===== config.mk =====
export PLATFORM = sky130hd
export DESIGN_NAME = zapper_flash_ctl
export DESIGN_NICKNAME = d
export VERILOG_FILES = /design/src/rtl/zapper_flash_ctl.sv
export SDC_FILE = /design/constraint.sdc
export NUM_CORES = 1
export LEC_CHECK = 0
export ABC_AREA = 1
export BUFFER_PORTS_ARGS = -buffer_cell sky130_fd_sc_hd__buf_2
export CAP_MARGIN = 20
export CELL_PAD_IN_SITES_DETAIL_PLACEMENT = 0
export CELL_PAD_IN_SITES_GLOBAL_PLACEMENT = 1
export CORE_ASPECT_RATIO = 0.7
export CORE_MARGIN = 2
export CORE_UTILIZATION = 46
export CTS_CLUSTER_SIZE = 25
export DETAILED_ROUTE_END_ITERATION = 10
export PLACE_DENSITY_LB_ADDON = 0.1
export SLEW_MARGIN = 20
export SYNTH_ARGS = -nofsm -noshare
export SYNTH_HDL_FRONTEND = slang
export SYNTH_SLANG_ARGS = --single-unit

===== constraint.sdc =====
create_clock -name clk -period 1.7 [get_ports clk]
set_input_delay 0.34 -clock clk [delete_from_list [all_inputs] [get_ports clk]]
set_output_delay 0.34 -clock clk [all_outputs]
set_load 0.01 [all_outputs]

===== src/rtl/zapper_flash_ctl.sv =====
// zapper_flash_ctl: light-gun shot sequencer (trigger debounce, black/target flash frames, hit/miss verdict)
module zapper_flash_ctl #(
  parameter int DEBOUNCE_CYCLES     = 65000,
  parameter int SAMPLE_DELAY_CYCLES = 2000,
  parameter int FLASH_FRAMES        = 1,
  parameter int COOLDOWN_FRAMES     = 10
) (
  input  logic clk,
  input  logic rst,
  input  logic new_frame,
  input  logic gun_is_connected,
  input  logic gun_trigger,
  input  logic gun_photodetector,
  input  logic duck_show,
  output logic flash_black,
  output logic flash_target,
  output logic shot_fired,
  output logic hit,
  output logic miss,
  output logic busy
);
  typedef enum logic [2:0] {IDLE, WAIT_FRAME, BLACK, TARGET, RESULT, COOLDOWN} state_t;
  localparam int DW = $clog2(DEBOUNCE_CYCLES + 1);
  localparam int SW = $clog2(SAMPLE_DELAY_CYCLES + 1);
  localparam int FW = $clog2((FLASH_FRAMES > COOLDOWN_FRAMES ? FLASH_FRAMES : COOLDOWN_FRAMES) + 1);
  localparam logic [DW-1:0] DEB_LAST = DW'(DEBOUNCE_CYCLES - 1);
  localparam logic [SW-1:0] DLY_MAX = SW'(SAMPLE_DELAY_CYCLES);
  localparam logic [FW-1:0] FL_LAST = FW'(FLASH_FRAMES - 1);
  localparam logic [FW-1:0] CD_LAST = FW'(COOLDOWN_FRAMES == 0 ? 0 : COOLDOWN_FRAMES - 1);
  state_t state, state_n;
  logic [1:0] trig_s, photo_s;
  logic [DW-1:0] deb_cnt;
  logic [SW-1:0] dly;
  logic [FW-1:0] frame_cnt;
  logic armed, seen, dark_fail, tgt_valid;
  logic accept, sample, flash_done, cd_done, abort, verdict;
  assign accept = trig_s[1] && armed && deb_cnt == DEB_LAST;
  assign sample = photo_s[1] && dly == DLY_MAX;
  assign flash_done = new_frame && frame_cnt == FL_LAST;
  assign cd_done = new_frame && frame_cnt == CD_LAST;
  assign abort = !gun_is_connected;
  assign verdict = seen && tgt_valid && !dark_fail;
  always_ff @(posedge clk or negedge rst)
    if (!rst) state <= IDLE;
    else state <= state_n;
  always_comb begin
    state_n = state;
    case (state)
      IDLE:       state_n = accept && gun_is_connected ? WAIT_FRAME : IDLE;
      WAIT_FRAME: state_n = abort ? IDLE : new_frame ? BLACK : WAIT_FRAME;
      BLACK:      state_n = abort ? IDLE : flash_done ? TARGET : BLACK;
      TARGET:     state_n = abort ? IDLE : flash_done ? RESULT : TARGET;
      RESULT:     state_n = COOLDOWN_FRAMES == 0 ? IDLE : COOLDOWN;
      COOLDOWN:   state_n = abort || cd_done ? IDLE : COOLDOWN;
      default:    state_n = IDLE;
    endcase
  end
  always_comb begin
    flash_black = state == BLACK;
    flash_target = state == TARGET && tgt_valid;
    hit = state == RESULT && verdict;
    miss = state == RESULT && !verdict;
    busy = state != IDLE;
  end
  // Debounced edge fires once per pull; a dropped edge outside IDLE still disarms until release.
  always_ff @(posedge clk or negedge rst)
    if (!rst) begin
      trig_s <= '0;
      photo_s <= '0;
      deb_cnt <= '0;
      armed <= 1'b0;
      dly <= '0;
      frame_cnt <= '0;
      shot_fired <= 1'b0;
      seen <= 1'b0;
      dark_fail <= 1'b0;
      tgt_valid <= 1'b0;
    end else begin
      trig_s <= {trig_s[0], gun_trigger};
      photo_s <= {photo_s[0], gun_photodetector};
      deb_cnt <= !trig_s[1] ? '0 : deb_cnt == DEB_LAST ? deb_cnt : deb_cnt + DW'(1);
      armed <= trig_s[1] ? armed && !accept : 1'b1;
      dly <= new_frame ? '0 : dly == DLY_MAX ? dly : dly + SW'(1);
      frame_cnt <= state_n != state ? '0 : new_frame && frame_cnt != '1 ? frame_cnt + FW'(1) : frame_cnt;
      shot_fired <= state == IDLE && state_n == WAIT_FRAME;
      if (state == IDLE) begin
        seen <= 1'b0;
        dark_fail <= 1'b0;
        tgt_valid <= 1'b0;
      end else begin
        dark_fail <= dark_fail || (state == BLACK && sample);
        seen <= seen || (state == TARGET && sample);
        tgt_valid <= state == BLACK && state_n == TARGET ? duck_show : tgt_valid;
      end
    end
endmodule


### Word-level counts from Yosys, hierarchy flattened

Index checks and enable logic that the tools add are counted.
Widths: inputs -> output; s select.

| operators by class | value |
|---|---|
| $add $sub $neg | 3 |
| reduce and logical (&&, ||, !) cells | 29 |
| eq/ne operators | 14 |
| muxes and demuxes | 20 |

Operator list:

| cell | number |
|---|---|
| $mux 16 | 2 |
| $mux 11 | 2 |
| $pmux 3 s6 | 1 |
| $logic_and 1x1->1 | 17 |
| $add 16x1->16 const B | 1 |
| $eq 16x16->1 const B | 1 |
| $add 11x1->11 const B | 1 |
| $eq 11x11->1 const B | 1 |
| $eq 3x2->1 const B | 3 |
| $mux 3 | 3 |
| $mux 4 | 2 |
| $mux 1 | 7 |
| $eq 3x1->1 const B | 2 |
| $eq 3x3->1 const B | 2 |
| $mux 2 | 3 |
| $add 4x1->4 const B | 1 |
| $eq 4x4->1 const B | 1 |
| $logic_not 1->1 | 4 |
| $logic_not 4->1 | 1 |
| $ne 2x2->1 const B | 2 |
| $ne 4x4->1 const B | 1 |
| $reduce_bool 2->1 | 2 |
| $logic_not 3->1 | 1 |
| $logic_or 1x1->1 | 3 |
| other kinds (2) | 2 |

| storage, ports and cells | value |
|---|---|
| bits of input ports | 7 |
| register bits after elaboration | 43 |

### Logic depth before layout (Yosys ltp)

Gate-level depths: netlist of run 1.

| depth | value |
|---|---|
| word-level depth | 9 |
| mapped depth | 11 |

### Worst setup path before layout of run 1

Ideal clock, no wire load.

| path | value |
|---|---|
| path type | register to register |
| start point | register deb_cnt[0] |
| end point | register deb_cnt[14] |
| path slack | 0.321 ns |
| stages on the path, launching flop included | 8 |
| arrival time | 1.252 ns |
| required time | 1.574 ns |
| setup time | 0.126 ns |
| path through | dfrtp_1 -> ha_1 -> nand3_2 -> nor2_2 -> nand2_1 -> nor4_2 -> xnor2_1 -> nor2_1 |

| on the way | value |
|---|---|
| cells in the longest elaborated chain, start to end | 3 |

Ends and longest elaborated chain:

| item | line | RTL |
|---|---|---|
| start, declared | 32 | `logic [DW-1:0] deb_cnt;` |
| start signal, assigned | 81 | `deb_cnt <= !trig_s[1] ? '0 : deb_cnt == DEB_LAST ? deb_cnt : deb_cnt + DW'(1);` |
| $add 16x1->16 | 81 |  |
| $mux 16 (2 in series) | 81 |  |

Parallel ways exist; a longest one is shown, timed or not. The select of a mux whose other input is x is not followed.
A chain may end at the register's enable or synchronous reset.

### Worst setup path in the final report of run 1

| path | value |
|---|---|
| start point | register state[0] |
| end point | output hit |

| on the way | value |
|---|---|
| cells in the longest elaborated chain, start to end | 2 |

Ends and longest elaborated chain:

| item | line | RTL |
|---|---|---|
| start, declared | 30 | `state_t state, state_n;` |
| start signal, assigned | 45 | `else state <= state_n;` |
| $eq 3x3->1 | 61 | `hit = state == RESULT && verdict;` |
| $logic_and 1x1->1 | 61 |  |
| end, declared | 18 | `output logic hit,` |

No other way between the ends.

==> impl_metrics.ini, run 1 <==
[setup_path]
end_kind = output pin
r2r_cells = 8
critPathLaunch = state[0]$_DFF_PN0_
crit_arrival_ps = 1280
crit_type = flop to output pin
rr_endpoint = deb_cnt[0]$_DFFE_PN0P_
path_buf_inv = 2
reg2reg_from = deb_cnt[0]$_DFFE_PN0P_
ff2ff_setup_slack_ps = 150
cp_data_required_time_ps = 1360
slowest_delay_ps = 460
crit_family = flip-flops
path_cells = inv_2 > nand3_2 > nor4_1 > buf_2
slowest_stage = dfrtp_2
cp_max_fo = 5
cp-start-kind = flop

[die]
dieArea_um2 = 5501
core_um2 = 4756
rows = 21
die_height_um = 62.66
ios = 13
start_util = 0.4754
die_w_um = 87.80

[timing]
drv_slew = 0
finalSetupViolCount = 0
fin_ws_ps = 80.93
fmax_mhz = 617.6
min_period_ps = 1619
clock_skew_ps = 6.600
tightestPinTransition_ps = 458.4
relSlewSlack = 0.6944
period_share = 0.9524
hold_slack_ps = 144.8
final_hold_viol_count = 0

[clock_network]
cts_tree = done
cts_buffers = 5
clkTransAtPathRegs_ps = 80
cts_num_sinks = 43
root_buffer = clkbuf_8
clockBufferDepth = 2
clk_latency_ps = 300
ctsHtreeMaxLevel = 2

[global_routing]
busiest_layer = met1
grt_usage = 0.1786
grt_pass1_wl_um = 7645
met2_usage = 0.2301
antenna_found_initial = 0
overflow = 0
grt_max_degree = 27
use_met3 = 0.04359
grt_pass1_vias = 1620
met1_usage = 0.2907

[cells_and_area]
area_growth_pct = 13.61
layout-drive-gt1-share = 0.2062
antennaDiodeCount = 0
num-nets-final = 303
fillCellCount = 447

[place]
dp.final_hpwl_um = 3279
pre_cts_ws_ps = 127.0
port_buffers = 12
place_congestion = 0.8404

[route]
drtIter0Drc = 94
vias = 1777
ant_nets = 0
via_per_inst = 4.936
route.detailed.drc = 0
wirelength_um = 4344
wl_per_cell_um = 12.07
drt_pass1_iterations = 4

[min_path]
min_path_type = input port to flop
holdPathStages = 1
worstHoldEndpoint = trig_s[0]$_DFF_PN0_
worstHoldStart = gun_trigger

[power_and_ir_drop]
vdd_drop_max_v = 0.0004670
power.density_nw_per_um2 = 1004
power_leakage_uw = 0.001208

[logic_synthesis]
yosys_most_used_dff = dfrtp_1
synth_area_um2 = 2261
syn_inst = 268
synthDistinctLibCells = 34
synthesis.nets = 281
yosysWarnings = 0
synth-seq-area-share = 0.4759
synth_area_per_cell_um2 = 8.436
synthArstFlopShare = 1.000
synth_edf_count = 0
ys_seq_elements = 43

[run]
maxCapViolCount = 0

[outcome]
status = finished clean
==> state kept, by name, summed over array words and instances, names as in the netlist <==
name,cells
deb_cnt,16
dly,11
frame_cnt,4
state,3
photo_s,2
trig_s,2
armed,1
dark_fail,1
seen,1
shot_fired,1
tgt_valid,1
==> kinds of logic after synthesis <==
logic type               count (synthesis)  share of synthesized area
adder cells (fa/ha/maj)                  6                    0.03320
AO/OA/AOI/OAI                           38                    0.09961
XOR/XNOR                                 9                    0.03487
buffers and inverters                   44                    0.07581
flip-flops                              43                     0.4759
AND/OR/NAND/NOR                        128                     0.2806
==> worst reg2reg max path, stage by stage (launching register included) <==
cell and delay (ps):
dfrtp_1 410, ha_2 260, nand3_1 90, inv_1 60, nand4_1 220, inv_1 190, nor2_1 70, nor2_1 100
a21oi_1 40
==> worst max-delay path by stage <==
stage	to	slack, ps	cells after the start
floorplan	deb_cnt[14]$_DFFE_PN0P_	320	7
global placement	deb_cnt[0]$_DFFE_PN0P_	130	8
detailed placement	frame_cnt[1]$_DFFE_PN0P_	130	10
CTS	busy	10	3
global route	frame_cnt[3]$_DFFE_PN0P_	-10	10
finish	hit	80	4
==> area by class of cell <==
| class | instances | area [um2] | area share |
|---|---|---|---|
| Inverter | 41 | 153.9 | 0.05991 |
| Clock inverter | 2 | 12.51 | 0.004871 |
| Multi-Input combinational cell | 181 | 1045 | 0.4067 |
| Tap cell | 69 | 86.33 | 0.03361 |
| Timing Repair Buffer | 18 | 120.1 | 0.04676 |
| Sequential cell | 43 | 1079 | 0.4199 |
| Clock buffer | 6 | 72.57 | 0.02825 |
==> per-stage QoR <==
| step | power [uW] | cell area [um2] | TNS (ps) | util | instances |
|---|---|---|---|---|---|
| global placement | 1874 | 2432 | 0 | 0.5114 | 350 |
| floorplan | 1689 | 2261 | 0 | - | 268 |
| detailed placement | 1874 | 2432 | 0 | 0.5114 | 350 |
| finish | 2578 | 2569 | 0 | 0.5401 | 360 |
| global route | 2761 | 2569 | -10.65 | 0.5401 | 360 |
| CTS | 2517 | 2527 | 0 | 0.5314 | 359 |
==> synthesized netlist by cell type, drive strengths merged, types with 3 or more instances <==
library cell,instances,area share
ha,6,0.033
nand3,23,0.062
nand4,9,0.025
inv,41,0.068
nor4,3,0.011
nor3,5,0.015
a31oi,3,0.011
nor2,42,0.080
a21oi,15,0.033
o21ai,15,0.035
nand2,43,0.076
xor2,8,0.031
dfrtp,43,0.48
==> per-layer routing <==
layer | vias to the layer above | wire length (um)
met5 | - | 0
met4 | 0 | 61
met3 | 7 | 136
met2 | 31 | 1606
met1 | 825 | 2540
li1 | 914 | -
==> report_power, final <==
part | switching, uW | leakage [uW] | internal, uW
clock network | 349 | 0.0000412 | 287
registers | 125 | 0.000572 | 1130
logic | 411 | 0.000594 | 278
==> layout by cell type, fill, tap and decap left out, types with 2 or more instances in the layout <==
cell type / count
nand2_2: 4
nand4_1: 9
nor2_1: 33
nor2_2: 7
dfrtp_2: 2
a21oi_1: 15
a31oi_1: 2
nor2_4: 2
inv_2: 6
nand2_1: 39
xor2_1: 8
buf_4: 4
nand3_1: 17
clkbuf_8: 5
ha_1: 5
nand3_2: 5
buf_2: 12
nor3_1: 3
nor4_1: 2
dfrtp_1: 41
o21ai_0: 14
inv_1: 35
==> repair_timing <==
item / in CTS / in global routing
resized for setup: 0 / 11
endpoints found under the hold margin: 12 / 0
setup endpoints to repair: 0 / 8
buffers inserted: 0 / 1
hold buffers: 1 / 0
(Power assumes the default switching activity.)
==> run 2: changes to the inputs <==
--- a/config.mk
+++ b/config.mk
@@ -5,14 +5,13 @@
 export SDC_FILE = /design/constraint.sdc
 export NUM_CORES = 1
 export LEC_CHECK = 0
-export ABC_AREA = 1
 export BUFFER_PORTS_ARGS = -buffer_cell sky130_fd_sc_hd__buf_2
 export CAP_MARGIN = 20
 export CELL_PAD_IN_SITES_DETAIL_PLACEMENT = 0
 export CELL_PAD_IN_SITES_GLOBAL_PLACEMENT = 1
 export CORE_ASPECT_RATIO = 0.7
 export CORE_MARGIN = 2
-export CORE_UTILIZATION = 46
+export CORE_UTILIZATION = 47
 export CTS_CLUSTER_SIZE = 25
 export DETAILED_ROUTE_END_ITERATION = 10
 export PLACE_DENSITY_LB_ADDON = 0.1
==> run 2 against run 1 <==
Net effect:
- the run now ends with negative hold slack, negative setup slack left
- clock skew fell by 0.72 ps
- die area fell by 4.6%
- routed wire length rose by 9.9%
- critical path type is now flop to flop
==> impl_metrics.ini, run 2 <==
[setup_path]
cp_data_required_time_ps = 1930
end_kind = flop
cp-start-kind = flop
crit_arrival_ps = 2000
r2r_cells = 7
crit_type = flop to flop
cp_max_fo = 4

[global_routing]
grt_max_degree = 25
antenna_found_initial = 0
grt_pass1_vias = 1640
overflow = 0
grt_usage = 0.1946
grt_pass1_wl_um = 7728

[cells_and_area]
largest-register = deb_cnt
final_cells = 320
reg_top3 = deb_cnt (16), dly (11), frame_cnt (4)
design_area_um2 = 2806
num-nets-final = 277
fillCellCount = 360
antennaDiodeCount = 0
final_common_cell = dfrtp_1
largest_reg_flops = 16
area_growth_pct = 27.73
final_cell_mix = 41 x dfrtp_1, 29 x buf_4, 21 x nor2_1
utilization = 0.6336
layout-drive-gt1-share = 0.3245

[clock_network]
root_buffer = clkbuf_8
cts_tree = done
cts_buffers = 5
cts-hold-fix-buffers = 0
clk_latency_ps = 300
cts_num_sinks = 43
clkTransAtPathRegs_ps = 80
ctsHtreeMaxLevel = 2
clockBufferDepth = 2

[timing]
hold_slack_ps = -0.7671
fmax_mhz = 564.6
tightestPinTransition_ps = 504.7
clock_skew_ps = 5.877
drv_slew = 0
final_hold_viol_count = 1
relSlewSlack = 0.6635
min_period_ps = 1771
finalSetupViolCount = 4
rsz0062_at_grt = true
fin_ws_ps = -71.01
period_share = 1.042

[place]
dp.final_hpwl_um = 3305
pre_cts_ws_ps = -76.32
place_congestion = 0.8934
port_buffers = 12
dp_cells = 300
dpl_cell_area_um2 = 2485

[logic_synthesis]
synth-seq-area-share = 0.4897
synthArstFlopShare = 1.000
ys_seq_elements = 43
synth_top_area_cell = dfrtp_1
ys_top_cells_by_area = dfrtp_1 49%, xnor2_1 5.6%, nor2_1 3.6%
synth_common_cells = 43 x dfrtp_1, 21 x nor2_1, 17 x nand2_1, 14 x xnor2_1
synthDistinctLibCells = 45
yosys_most_used_dff = dfrtp_1
syn_inst = 218
synth_area_um2 = 2197
synth_area_per_cell_um2 = 10.08
synth_top_cell_area_share = 0.4897
synth_edf_count = 0
synthesis.nets = 231
synth.most_common_cell = dfrtp_1
yosysWarnings = 0

[route]
drtIter0Drc = 91
wl_per_cell_um = 14.91
drt_pass1_iterations = 6
ant_nets = 0
wirelength_um = 4772
via_per_inst = 5.300
route.detailed.drc = 0
vias = 1696

[die]
core_um2 = 4429
die_height_um = 61.21
dieArea_um2 = 5246
rows = 20
die_w_um = 85.72
ios = 13
start_util = 0.4960

[power_and_ir_drop]
vdd_drop_max_v = 0.0004753
power_leakage_uw = 0.001303
power_uw = 2670
power.density_nw_per_um2 = 951.5

[outcome]
violations = negative hold slack, negative setup slack
status = finished, violations left

[run]
maxCapViolCount = 0

[min_path]
min_path_type = input port to asynchronous set/reset pin
-- run 2: cell count changes in the layout (fill, tap and decap cells not counted), sizes merged, moves of 4 or more --
cell,before,now
a21oi,15,8
and3,1,5
o21ai,15,7
and2,0,11
nand2,43,17
xnor2,1,14
buf,17,44
inv,41,11
nand3,23,10
nor2,42,21
mux2i,0,6
-- run 2: layout make-up --
type / instances / area (um2) / area share
Clock buffer: 6 / 82.58 / 0.02942
Clock inverter: 2 / 35.03 / 0.01248
Inverter: 11 / 43.79 / 0.01560
Multi-Input combinational cell: 159 / 1177 / 0.4195
Sequential cell: 43 / 1079 / 0.3843
Tap cell: 55 / 68.82 / 0.02452
Timing Repair Buffer: 44 / 320.3 / 0.1141
-- run 2: power breakdown --
group,leakage [uW],internal (uW),switching [uW]
Clock,0.0000612,476,360
Sequential,0.000573,1090,84.8
Combinational,0.000669,328,331
Total,0.00130,1890,776
-- run 2: cell families after synthesis --
logic type               Yosys count  share of synthesized area
AO/OA/AOI/OAI                     26                    0.07574
XOR/XNOR                          21                    0.08371
adder cells (fa/ha/maj)            6                    0.03417
buffers and inverters             16                    0.02961
flip-flops                        43                     0.4897
multiplexers                       6                    0.02734
AND/OR/NAND/NOR                  100                     0.2597
-- run 2: through the flow --
step,hold slack [ps],setup TNS (ps)
6_report,-0.7671,-227.3
5_1_grt,26.47,-798.4
4_1_cts,12.47,-249.1
3_5_place_dp,334.7,-243.4
3_3_place_gp,327.4,0
2_1_floorplan,44.41,0
-- run 2: per-layer routing --
metal,GRT usage,wire length [um]
met5,0,0
met4,0.07710,72
met3,0.04424,163
met2,0.3002,2164
met1,0.2728,2373
-- run 2: what timing repair did --
action	4_1_cts	5_1_grt
setup buffers	3	9
endpoints found under the setup margin	8	14
pin swaps	6	11
resized for setup	9	21
-- run 2: worst max-delay path: stages, from the launching register on --
cell and delay [ps]:
dfrtp_1 410, inv_2 90, ha_1 160, nand4b_1 140, a21oi_2 210, o22ai_2 110
or3b_4 420, a21oi_2 160
-- run 2: worst paths after layout --
| kind | from | endpoint | slack, ps |
|---|---|---|---|
| setup / recovery | frame_cnt[1]$_DFFE_PN0P_ | frame_cnt[1]$_DFFE_PN0P_ | -70 |
| hold / removal | rst | deb_cnt[5]$_DFFE_PN0P_ | -0.8 |
| setup reg to reg | frame_cnt[1]$_DFFE_PN0P_ | frame_cnt[1]$_DFFE_PN0P_ | -70 |
| hold reg to reg | trig_s[0]$_DFF_PN0_ | trig_s[1]$_DFF_PN0_ | 350 |
| max in group asynchronous | rst | dly[3]$_DFFE_PN0P_ | 1210 |
| min in group clk | gun_trigger | trig_s[0]$_DFF_PN0_ | 150 |
==> run 3: changes to the inputs <==
==> constraint.sdc (replaced) <==
create_clock -name clk -period 1.9 [get_ports clk]
set_input_delay 0.38 -clock clk [delete_from_list [all_inputs] [get_ports clk]]
set_output_delay 0.38 -clock clk [all_outputs]
set_load 0.01 [all_outputs]
==> run 3 against run 2 <==
Net effect:
- the flow now finishes without violations
- die area unchanged
- routed wire length is 14% lower
- global-route usage decreased by 1.6 points
- critical path depth is the same
- clock power down 33%
- worst setup slack improved by 170 ps
- clock skew rose by 1.2 ps
- via count decreased by 5.8%
==> impl_metrics.ini, run 3 (synthesized netlist as in run 2, its figures left out) <==
[cells_and_area]
final_common_cell = dfrtp_1
layout-drive-gt1-share = 0.1901
num-nets-final = 254
largest_reg_flops = 16
area_growth_pct = 13.33
final_cell_mix = 42 x dfrtp_1, 21 x nor2_1, 17 x nand2_1
antennaDiodeCount = 0
design_area_um2 = 2490
largest-register = deb_cnt
reg_top3 = deb_cnt (16), dly (11), frame_cnt (4)

[clock_network]
ctsHtreeMaxLevel = 2
root_buffer = clkbuf_8
clockBufferDepth = 2
clk_latency_ps = 290
cts-hold-fix-buffers = 0
cts_tree = done
cts_num_sinks = 43
clkTransAtPathRegs_ps = 80
cts_buffers = 5

[die]
start_util = 0.4960
dieArea_um2 = 5246
rows = 20
die_w_um = 85.72
core_um2 = 4429
ios = 13
die_height_um = 61.21

[timing]
fin_tns_setup_ps = 0
min_period_ps = 1805
drv_slew = 0
clock_skew_ps = 7.097
tightestPinTransition_ps = 500.0
finalSetupViolCount = 0
relSlewSlack = 0.6666
final_hold_viol_count = 0
period_share = 0.9498
fmax_mhz = 554.1
hold_slack_ps = 44.11

[setup_path]
path_cells = inv_1 > ha_1 > nand4bb_1 > or4_4 > o31ai_2 > or3b_4 > a21oi_1
end_kind = flop
cp_max_fo = 4
slowest_stage = or4_4
reg2reg_from = frame_cnt[0]$_DFFE_PN0P_
slowest_delay_ps = 520
cp_data_required_time_ps = 2070
ff2ff_setup_slack_ps = 100
cp-start-kind = flop
crit_type = flop to flop
crit_arrival_ps = 1980
rr_endpoint = frame_cnt[1]$_DFFE_PN0P_
r2r_cells = 7

[route]
drt_pass1_iterations = 6
via_per_inst = 5.380
drtIter0Drc = 71
wl_per_cell_um = 13.75
ant_nets = 0
vias = 1598
wirelength_um = 4084
route.detailed.drc = 0

[place]
port_buffers = 12
dp.final_hpwl_um = 3033
place_congestion = 0.8510
dpl_cell_area_um2 = 2360

[min_path]
min_path_type = input port to asynchronous set/reset pin

[global_routing]
grt_pass1_wl_um = 7010
grt_usage = 0.1782
overflow = 0
antenna_found_initial = 0
grt_max_degree = 23
grt_pass1_vias = 1461

[run]
maxCapViolCount = 0

[outcome]
status = finished clean

[power_and_ir_drop]
power.density_nw_per_um2 = 820.6
vdd_drop_max_v = 0.0004638
power_leakage_uw = 0.001133
## run 3: metal layers
layer / global-route usage / wire length, um
met5: 0 / 0
met4: 0.07029 / 50
met3: 0.04692 / 223
met2: 0.2533 / 1720
met1: 0.2625 / 2089
## run 3: metrics by stage
step | worst slack, ps | instances | util | total power, uW
floorplan | 143.9 | 218 | - | 1307
global placement | 104.2 | 286 | 0.5328 | 1430
detailed placement | 46.91 | 286 | 0.5328 | 1443
CTS | 18.71 | 294 | 0.5534 | 2018
global route | -13.72 | 297 | 0.5621 | 2175
finish | 95.29 | 297 | 0.5621 | 2043
## run 3: layout make-up
class                   count  area [um2]
clock inverters             2       12.51
clock buffers               6       72.57
inverters                  11       41.29
fillers                   384        1939
repair buffers             21       140.1
well taps                  55       68.82
multi-input cells         159        1077
flip-flops and latches     43        1077
## run 3: worst max-delay path by stage
| stage | cells after the start | start | endpoint |
|---|---|---|---|
| finish | 7 | frame_cnt[0]$_DFFE_PN0P_ | frame_cnt[1]$_DFFE_PN0P_ |
| global route | 7 | frame_cnt[1]$_DFFE_PN0P_ | frame_cnt[3]$_DFFE_PN0P_ |
| CTS | 7 | frame_cnt[0]$_DFFE_PN0P_ | frame_cnt[2]$_DFFE_PN0P_ |
| detailed placement | 7 | frame_cnt[0]$_DFFE_PN0P_ | frame_cnt[2]$_DFFE_PN0P_ |
| global placement | 7 | frame_cnt[0]$_DFFE_PN0P_ | frame_cnt[0]$_DFFE_PN0P_ |
| floorplan | 6 | deb_cnt[0]$_DFFE_PN0P_ | frame_cnt[0]$_DFFE_PN0P_ |
## run 3: power by group
part           switching [uW]  leakage (uW)  total [uW]  internal (uW)
sequential               75.6      0.000574        1050            975
clock                     305     0.0000412         562            257
combinational             221      0.000518         431            210
total                     601       0.00113        2040           1440
## run 3: repair_timing
action,in CTS,in global routing
pin swaps,0,6
buffers inserted,0,3
setup endpoints to repair,2,6
resized for setup,2,5
## run 3: critical path, delay by kind of cell (launching register included)
kind	cells	cell delay [ps]
buffers and inverters	1	90
DFF	1	400
adders and majority gates	1	160
AOI/OAI and AO/OA	2	170
and+or+nand+nor	3	860
